## config.mk

```make
export PLATFORM = sky130hd
export DESIGN_NAME = priority_encoder
export DESIGN_NICKNAME = d
export VERILOG_FILES = /design/src/rtl/lc3b_types.sv /design/src/rtl/pri_enc_core.sv /design/src/rtl/priority_encoder.sv
export SDC_FILE = /design/constraint.sdc
export NUM_CORES = 1
export LEC_CHECK = 0
export CORE_AREA = 4 4 41 43
export CTS_CLUSTER_DIAMETER = 100
export DETAILED_ROUTE_END_ITERATION = 16
export DIE_AREA = 0 0 45 47
export GPL_TIMING_DRIVEN = 0
export PLACE_DENSITY = 0.5
export SYNTH_ARGS = -nofsm -noshare
export SYNTH_HDL_FRONTEND = slang
export SYNTH_SLANG_ARGS = --single-unit
export TNS_END_PERCENT = 5
```

## constraint.sdc

```tcl
create_clock -name clk -period 0.8 [get_ports clk]
set_input_delay 0.08 -clock clk [delete_from_list [all_inputs] [get_ports clk]]
set_output_delay 0.08 -clock clk [all_outputs]
set_load 0.05 [all_outputs]
```

## src/rtl/lc3b_types.sv

```systemverilog
// lc3b_types -- shared constants for the request/grant logic of the lc3b slice.
//
// Holds the request-vector width used by default wherever a priority
// encoder is instantiated, so every user of the encoder agrees on the
// same width without repeating the literal.
package lc3b_types;

  // Default number of request lines seen by a priority encoder.
  localparam int PE_DEFAULT_WIDTH = 8;

endpackage : lc3b_types

```

## src/rtl/pri_enc_core.sv

```systemverilog
// pri_enc_core -- purely combinational lowest-index search.
//
// Finds the lowest-numbered asserted bit of req. Bit 0 has the highest
// priority. When no bit is set, idx is 0 and found is 0, so the result
// never carries a stale or undefined index.
//
// Ports:
//   req   [WIDTH-1:0]  request vector, bit k is request k
//   idx   [OUT_W-1:0]  index of the winning request (0 when none)
//   found              high when at least one request is asserted
module pri_enc_core #(
  parameter int WIDTH = 8,
  parameter int OUT_W = $clog2(WIDTH)
) (
  input  logic [WIDTH-1:0] req,
  output logic [OUT_W-1:0] idx,
  output logic             found
);

  // Scan from the top bit downwards so that the last hit, which is the
  // lowest-index asserted bit, is the one left in idx.
  always_comb begin
    idx   = '0;
    found = 1'b0;
    for (int i = WIDTH - 1; i >= 0; i--) begin
      if (req[i]) begin
        idx   = OUT_W'(i);
        found = 1'b1;
      end
    end
  end

endmodule : pri_enc_core

```

## src/rtl/priority_encoder.sv

```systemverilog
// priority_encoder -- enable-gated priority encoder with registered copy.
//
// The lowest-index asserted request wins. binary_out and V are
// combinational (zero latency, independent of clk and reset);
// binary_out_q and V_q are the same values captured on each rising clk
// edge and cleared asynchronously while reset is high.
//
// Optional feature: define PRIORITY_ENCODER_ONEHOT_EN to add the onehot_out
// port, a one-hot decode of the winning index (all-zero when V is low).
//
// Ports:
//   clk                       rising-edge clock for the output registers
//   reset                     asynchronous, active-high clear of the registers
//   in            [WIDTH-1:0] request vector, bit k is request k
//   enable                    when low, no request is recognised
//   binary_out    [OUT_W-1:0] combinational index of the winning request
//   V                         combinational valid
//   binary_out_q  [OUT_W-1:0] binary_out registered one cycle
//   V_q                       V registered one cycle
//   onehot_out    [WIDTH-1:0] one-hot grant (PRIORITY_ENCODER_ONEHOT_EN only)
module priority_encoder
  import lc3b_types::*;
#(
  parameter int WIDTH = PE_DEFAULT_WIDTH,
  parameter int OUT_W = $clog2(WIDTH)
) (
  input  logic             clk,
  input  logic             reset,
  input  logic [WIDTH-1:0] in,
  input  logic             enable,
  output logic [OUT_W-1:0] binary_out,
  output logic             V,
  output logic [OUT_W-1:0] binary_out_q,
  output logic             V_q
`ifdef PRIORITY_ENCODER_ONEHOT_EN
  ,
  output logic [WIDTH-1:0] onehot_out
`endif
);

  logic [WIDTH-1:0] gated_req;
  logic [OUT_W-1:0] core_idx;
  logic             core_found;

  // Masking the requests before the search means a disabled encoder looks
  // exactly like one with no requests: index 0 and valid low.
  always_comb begin
    gated_req = enable ? in : '0;
  end

  pri_enc_core #(
    .WIDTH (WIDTH),
    .OUT_W (OUT_W)
  ) u_core (
    .req   (gated_req),
    .idx   (core_idx),
    .found (core_found)
  );

  always_comb begin
    binary_out = core_idx;
    V          = core_found;
  end

  // Registered copy of the combinational result; reset clears it at once
  // without waiting for a clock edge.
  always_ff @(posedge clk or posedge reset) begin
    if (reset) begin
      binary_out_q <= '0;
      V_q          <= 1'b0;
    end else begin
      binary_out_q <= binary_out;
      V_q          <= V;
    end
  end

`ifdef PRIORITY_ENCODER_ONEHOT_EN
  // The shift alone would give bit 0 set when nothing is valid, so the
  // decode is forced to zero whenever V is low.
  always_comb begin
    onehot_out = '0;
    if (V) begin
      onehot_out = {{(WIDTH - 1){1'b0}}, 1'b1} << binary_out;
    end
  end
`endif

endmodule : priority_encoder

```

Yosys cells after proc, flatten, opt, wreduce, memory -nomap -nowiden
Index checks and enable logic that the tools add are counted.
Widths: inputs -> output; s select.
{"block": "totals", "register_bits": 4, "in_bits": 11, "out_inout_bits": 8}
{"block": "classes", "muxes": 17}
{"cell": "$mux 3", "n": 8}
{"cell": "$mux 1", "n": 8}
{"cell": "$mux 8", "n": 1}

Depth between registers and ports, before layout
Gate-level depths: netlist of the first run.
{"block": "logic_depth", "ltp_word": 9, "mapped_depth": 3}

By module
From an unflattened synthesis of the first run, not the netlist that was laid out.
{"block": "hier_totals", "hier_cells": 26, "area_unflattened_um2": 234.0}
{"module": "priority_encoder", "n_inst": 1, "cells_per_inst": 13, "area_per_inst_um2": 153.9, "seq_area_each_um2": 100.1}
{"module": "pri_enc_core", "n_inst": 1, "cells_per_inst": 13, "area_per_inst_um2": 80.1, "seq_area_each_um2": 0.0}

Least setup slack after synthesis of the first run
OpenSTA, ideal clock, no wires.
{"block": "synth_timing", "path_kind": "input -> register", "startpoint": "input enable", "endpoint": "register binary_out_q[0]", "arrival_ns": 1.431, "t_required_ns": 0.552, "slack_ns": -0.880, "stages": 3, "n_path_buf": 0, "path_cell_list": "nor2b_1 > nand2_1 > o21ai_0"}
{"block": "synth_between", "elab_chain_len": 9}
{"item": "start: declaration", "line": "priority_encoder.sv:30", "rtl": "input logic enable,"}
{"item": "$mux 8 (*)", "line": "priority_encoder.sv:48", "rtl": "gated_req = enable ? in : '0;"}
{"item": "$mux 3 (7 in series)", "line": "pri_enc_core.sv:26", "rtl": "if (req[i]) begin"}
{"item": "$mux 3 (*)", "line": "pri_enc_core.sv:26"}
{"item": "named net binary_out[0]", "line": "priority_encoder.sv:31", "rtl": "output logic [OUT_W-1:0] binary_out,"}
{"item": "end signal: assignment", "line": "priority_encoder.sv:72", "rtl": "binary_out_q <= binary_out;"}
{"item": "end: declaration", "line": "priority_encoder.sv:33", "rtl": "output logic [OUT_W-1:0] binary_out_q,"}
Mark *: on every way through the listed nets, which the timed path passes. The rest lies on a longest branch.

Worst setup path after layout of the first run
{"block": "layout_timing", "startpoint": "input in[1]", "endpoint": "output binary_out[2]"}
{"block": "layout_between", "elab_chain_len": 3}
{"item": "start: declaration", "line": "priority_encoder.sv:29", "rtl": "input logic [WIDTH-1:0] in,"}
{"item": "$mux 8", "line": "priority_encoder.sv:48"}
{"item": "$mux 3 (2 in series)", "line": "pri_enc_core.sv:26"}
{"item": "end: declaration", "line": "priority_encoder.sv:31"}
Every way passes these cells.

==> flow_metrics.tcl, run 1 <==
set metrics [dict create \
    outcome "finished with violations" \
    violations "setup timing" \
    cts_tree "done" \
    rows 13 \
    ys_seq_area_frac 0.500 \
    synthArstFlopShare 1.00 \
    hold_violations 0 \
    syn_nets 32 \
    synthTopCellsByCount "dfrtp_1, inv_1, nor2b_1" \
    wirelength_um 708 \
    clock_sinks 4 \
    synth_edf_count 0 \
    critPathMaxFanout 3 \
    p_leak_nw 0.260 \
    swShare 0.319 \
    synth_ff_type "dfrtp_1" \
    antenna_found_initial 0 \
    syn_inst 21 \
    fmax_ghz 0.989 \
    core_area_sq_mm 0.00130 \
    report.final.slew_viol_count 0 \
    yosys_warnings 0 \
    io_pins 19 \
    grt_max_degree 5 \
    grt_use_total 0.0801 \
    grt_pass1_wl_mm 1.13 \
    crit_type "in2out" \
    cp-startpoint "in[1]" \
    p_switching_mw 0.238 \
    cp_cell_sequence "buf_8, o41ai_4, nor2b_4, buf_8" \
    synth_top_cells_by_area "dfrtp_1, nor2b_1, o41ai_2, inv_1, o21ai_0" \
    yosys_register_bits 4 \
    crit_slowest_cell "o41ai_4" \
    routabilityCongestion 0.670 \
    crit_top_cell "buf_8" \
    crit_path_end_kind "primary output" \
    period_share 1.26 \
    post_drt_wl_per_cell_um 11.4 \
    ir_worst_vdd_v 0.000400 \
    relSlewSlack 0.817 \
    hpwl_um 589 \
    critPathCapture "binary_out[2]" \
    synth_area_sq_um 200 \
    area_growth_pct 163 \
    synth_top_area_cell "dfrtp_1" \
    root_buffer "clkbuf_4" \
    crit_arrival_ns 0.93 \
    required_ns 0.72 \
    rsz0062_at_grt "true" \
    syn_area_per_cell_sq_um 9.53 \
    cts_buffers 3 \
    report.final.setup_viol 8 \
    route.detailed.drc 0 \
    vias 262 \
    start_kind "primary input" \
    clk_pin_slew_ns 0.04 \
    power_density_mw_per_mm2 1420 \
    cpPeakStageDelay_ns 0.36 \
    p_int_mw 0.510 \
    n_fill_cell 144 \
    synth_cell_type_count 11 \
    combinationalPowerShare 0.383 \
    grt_pass1_vias 275 \
    yosys.area.top_type_share 0.500 \
    dieWidth_um 45 \
    io_buffers 18 \
    p_total_mw 0.748 \
    drive_gt1_frac 0.681 \
    clkPwrFrac 0.326 \
    initialDrtViolationCount 2 \
    cts_buffer_depth 2 \
    p_seq_frac 0.291 \
    yosysMostFrequentCell "dfrtp_1" \
    period_needed_ns 1.01 \
    grt_overflow 0 \
    tns_ns -1.46 \
    via_per_inst 4.23 \
    layout_setup_ws_ns -0.211 \
    die_h_um 47 \
    htreeDepth 1 \
    worst_pin_slew_ns 0.274 \
    hp-class "in2async" \
    firstDrtPassIters 3 \
    maxCapViolations 0 \
    ant_nets 0 \
    antenna-diode-count 0 \
    nets 60 \
    die_area_sq_mm 0.00212 \
    start_util 0.154 \
]
per-stage QoR:
step / utilization / setup slack (ns) / instances / cell area, sq um / hold WS, ns
after floorplan: - / -0.166 / 21 / 244 / -0.154
after global placement: 0.340 / -1.27 / 54 / 443 / 0.273
after detailed placement: 0.340 / -1.29 / 54 / 443 / 0.281
after CTS: 0.399 / -0.215 / 62 / 519 / 0.0253
after global routing: 0.404 / -0.252 / 62 / 526 / 0.0594
final: 0.404 / -0.211 / 62 / 526 / 0.0284
critical path: cells and delay by family:
| family | cells | cell delay [ns] |
|---|---|---|
| compound gates | 1 | 0.36 |
| simple gates | 1 | 0.23 |
| buf+inv | 2 | 0.25 |
logic make-up after synthesis:
group,count (synthesis),synth area share
AO/OA/AOI/OAI,6,0.250
buffers and inverters,3,0.0562
flip-flops,4,0.500
AND/OR/NAND/NOR,8,0.194
how the worst min path moves through the flow:
stage | end | depth (start not counted) | slack [ns]
3_5_place_dp | binary_out_q[2] | 2 | 0.28
4_1_cts | binary_out_q[2] | 2 | 0.03
2_1_floorplan | V_q | 1 | -0.15
3_3_place_gp | binary_out_q[0] | 2 | 0.27
6_report | binary_out_q[1] | 2 | 0.03
5_1_grt | V_q | 2 | 0.06
flip-flops by register name, summed over array words and instances (netlist names):
| name | cells |
|---|---|
| binary_out_q | 3 |
| V_q | 1 |
per-layer routing:
layer	vias to the layer above	part of all wire	global-route usage
met3	0	0.15	0.0345
met2	19	0.50	0.136
met4	0	0	0.0702
li1	126	-	-
met1	117	0.35	0.0736
met5	-	0	0
cell type report:
cell class,count,area [sq um],area share
Timing Repair Buffer,23,225,0.429
Inverter,3,11.3,0.0214
Sequential cell,4,100,0.190
Tap cell,15,18.8,0.0357
Clock buffer,3,22.5,0.0429
Multi-Input combinational cell,14,148,0.281
cells in the final DEF (no fill, tap or decap), drive strengths merged:
master	Yosys	final
o41ai	2	2
clkdlybuf4s50	0	1
dfrtp	4	4
nor2b	3	3
buf	0	18
clkbuf	0	3
o21ai	2	2
clkdlybuf4s15	0	4
nor3	1	1
a21oi	1	1
nand2	2	2
nor2	2	2
o311a	1	1
inv	3	3
power groups by stage:
stage / clock, mW / sequential (mW) / combinational (mW)
after global routing: 0.265 / 0.219 / 0.302
after CTS: 0.262 / 0.218 / 0.285
after detailed placement: 0 / 0.221 / 0.257
final: 0.244 / 0.218 / 0.287
after global placement: 0 / 0.220 / 0.255
after floorplan: 0 / 0.262 / 0.0899
repair_timing:
item | in CTS | in global routing
pin swaps | 5 | 2
setup endpoints to repair | 12 | 8
hold buffers | 0 | 0
setup buffers | 5 | 0
gates resized for setup | 88 | 5
Power figures use the tool's default switching activity.
==> run 2: changes to the inputs <==
--- a/config.mk
+++ b/config.mk
@@ -13,2 +13,3 @@
 export PLACE_DENSITY = 0.5
+export SKIP_CTS_REPAIR_TIMING = 1
 export SYNTH_ARGS = -nofsm -noshare
==> constraint.sdc (replaced) <==
create_clock -name clk -period 0.8 [get_ports clk]
set_input_delay 0.16 -clock clk [delete_from_list [all_inputs] [get_ports clk]]
set_output_delay 0.16 -clock clk [all_outputs]
set_load 0.05 [all_outputs]
==> run 2 against run 1 <==
  * The flow still finishes with violations (setup timing)
  * Non-clock buffer count decreased by 4
  * Flip-flop and latch count unchanged
  * Worst setup slack got worse by 0.19 ns
  * Sequential share of layout area increased by 0.95 points
  * Design area decreased by 4.8%
  * Critical path type unchanged
  * Largest cell class unchanged
  * Largest power group unchanged
==> flow_metrics.tcl, run 2 (synthesis results as in run 1) <==
set metrics [dict create \
    outcome "finished with violations" \
    violations "setup timing" \
    io_buffers 18 \
    crit_arrival_ns 1.04 \
    grt_pass1_vias 258 \
    core_area_sq_mm 0.00130 \
    antenna-diode-count 0 \
    combinationalPowerShare 0.373 \
    critPathMaxFanout 3 \
    htreeDepth 1 \
    dieWidth_um 45 \
    area_growth_pct 150 \
    relSlewSlack 0.746 \
    postPlaceCellArea_sq_um 443 \
    cpPeakStageDelay_ns 0.38 \
    design_area_sq_um 500 \
    rows 13 \
    worst_pin_slew_ns 0.380 \
    grt_use_total 0.0738 \
    grt_max_degree 5 \
    fmax_ghz 0.833 \
    crit_path_end_kind "primary output" \
    crit_top_cell "buf_8" \
    vias 245 \
    rsz0062_at_grt "true" \
    drive_gt1_frac 0.581 \
    nets 56 \
    swShare 0.318 \
    p_seq_frac 0.298 \
    start_kind "primary input" \
    initialDrtViolationCount 2 \
    ant_nets 0 \
    die_h_um 47 \
    p_int_mw 0.504 \
    routabilityCongestion 0.670 \
    ir_worst_vdd_v 0.000406 \
    tns_ns -1.77 \
    cts_buffers 3 \
    top_regs "binary_out_q: 3 flops, V_q: 1 flops" \
    clock_sinks 4 \
    p_leak_nw 0.261 \
    grt_overflow 0 \
    hold_violations 0 \
    firstDrtPassIters 3 \
    maxCapViolations 0 \
    p_switching_mw 0.235 \
    clk_pin_slew_ns 0.04 \
    required_ns 0.64 \
    power_density_mw_per_mm2 1480 \
    io_pins 19 \
    clkPwrFrac 0.329 \
    period_needed_ns 1.20 \
    layout_setup_ws_ns -0.401 \
    dp_cells 54 \
    die_area_sq_mm 0.00212 \
    wirelength_um 683 \
    report.final.setup_viol 9 \
    hpwl_um 589 \
    period_share 1.50 \
    final_cell_mix "buf_6, dfrtp_1, buf_8" \
    route.detailed.drc 0 \
    hp-class "in2async" \
    report.final.slew_viol_count 0 \
    instances_no_fill 58 \
    antenna_found_initial 0 \
    top_register "binary_out_q" \
    largest_reg_flops 3 \
    cts_buffer_depth 2 \
    cts_tree "done" \
    start_util 0.154 \
    crit_type "in2out" \
    via_per_inst 4.22 \
    cp_cell_sequence "buf_8, o41ai_4, nor2b_4, buf_8" \
    grt_pass1_wl_mm 1.04 \
    layout_commonest_cell "buf_6" \
    root_buffer "clkbuf_4" \
    post_drt_wl_per_cell_um 11.8 \
    crit_slowest_cell "o41ai_4" \
]
-- run 2: cell types whose count changed in the layout (fill, tap and decap cells not counted), sizes merged --
cell	before	now
buf	18	14
clkdlybuf4s15	4	0
clkbuf	3	5
dlymetal6s2s	0	2
-- run 2: worst max-delay path, delay by kind of cell --
family	cells	cell delay (ns)
buffers and inverters	2	0.25
AND/OR/NAND/NOR	1	0.24
AO/OA/AOI/OAI	1	0.38
-- run 2: final timing paths --
| check | startpoint | endpoint | slack, ns |
|---|---|---|---|
| hold / removal | reset | binary_out_q[1] | 0.11 |
| min in group clk | in[3] | V_q | 0.22 |
| setup / recovery | in[3] | binary_out[2] | -0.40 |
| max in group asynchronous | reset | binary_out_q[0] | 0.55 |
-- run 2: final cells by class --
type / count / area, sq um
Inverter: 3 / 11.3
Multi-Input combinational cell: 14 / 140
Sequential cell: 4 / 100
Tap cell: 15 / 18.8
Fill cell: 140 / 801
Timing Repair Buffer: 19 / 208
Clock buffer: 3 / 22.5
-- run 2: power groups by stage --
stage	Sequential, mW	Combinational [mW]	Clock (mW)
finish	0.220	0.276	0.244
global route	0.221	0.291	0.265
CTS	0.218	0.258	0.262
detailed placement	0.221	0.257	0
global placement	0.220	0.255	0
floorplan	0.262	0.0899	0
-- run 2: stage by stage --
| stage | utilization | total power, mW | setup WS [ns] | hold WS, ns |
|---|---|---|---|---|
| floorplan | - | 0.352 | -0.261 | -0.0739 |
| global placement | 0.340 | 0.474 | -1.43 | 0.353 |
| detailed placement | 0.340 | 0.478 | -1.45 | 0.361 |
| CTS | 0.358 | 0.737 | -1.47 | 0.105 |
| global route | 0.385 | 0.776 | -0.428 | 0.139 |
| finish | 0.385 | 0.739 | -0.401 | 0.108 |
-- run 2: metal layers --
layer  global-route usage  part of all wire  vias up
met5                    0                 0        -
met4               0.0702                 0        0
met3               0.0345              0.16        0
met2                0.127              0.48       19
met1               0.0621              0.36      109
li1                     -                 -      117
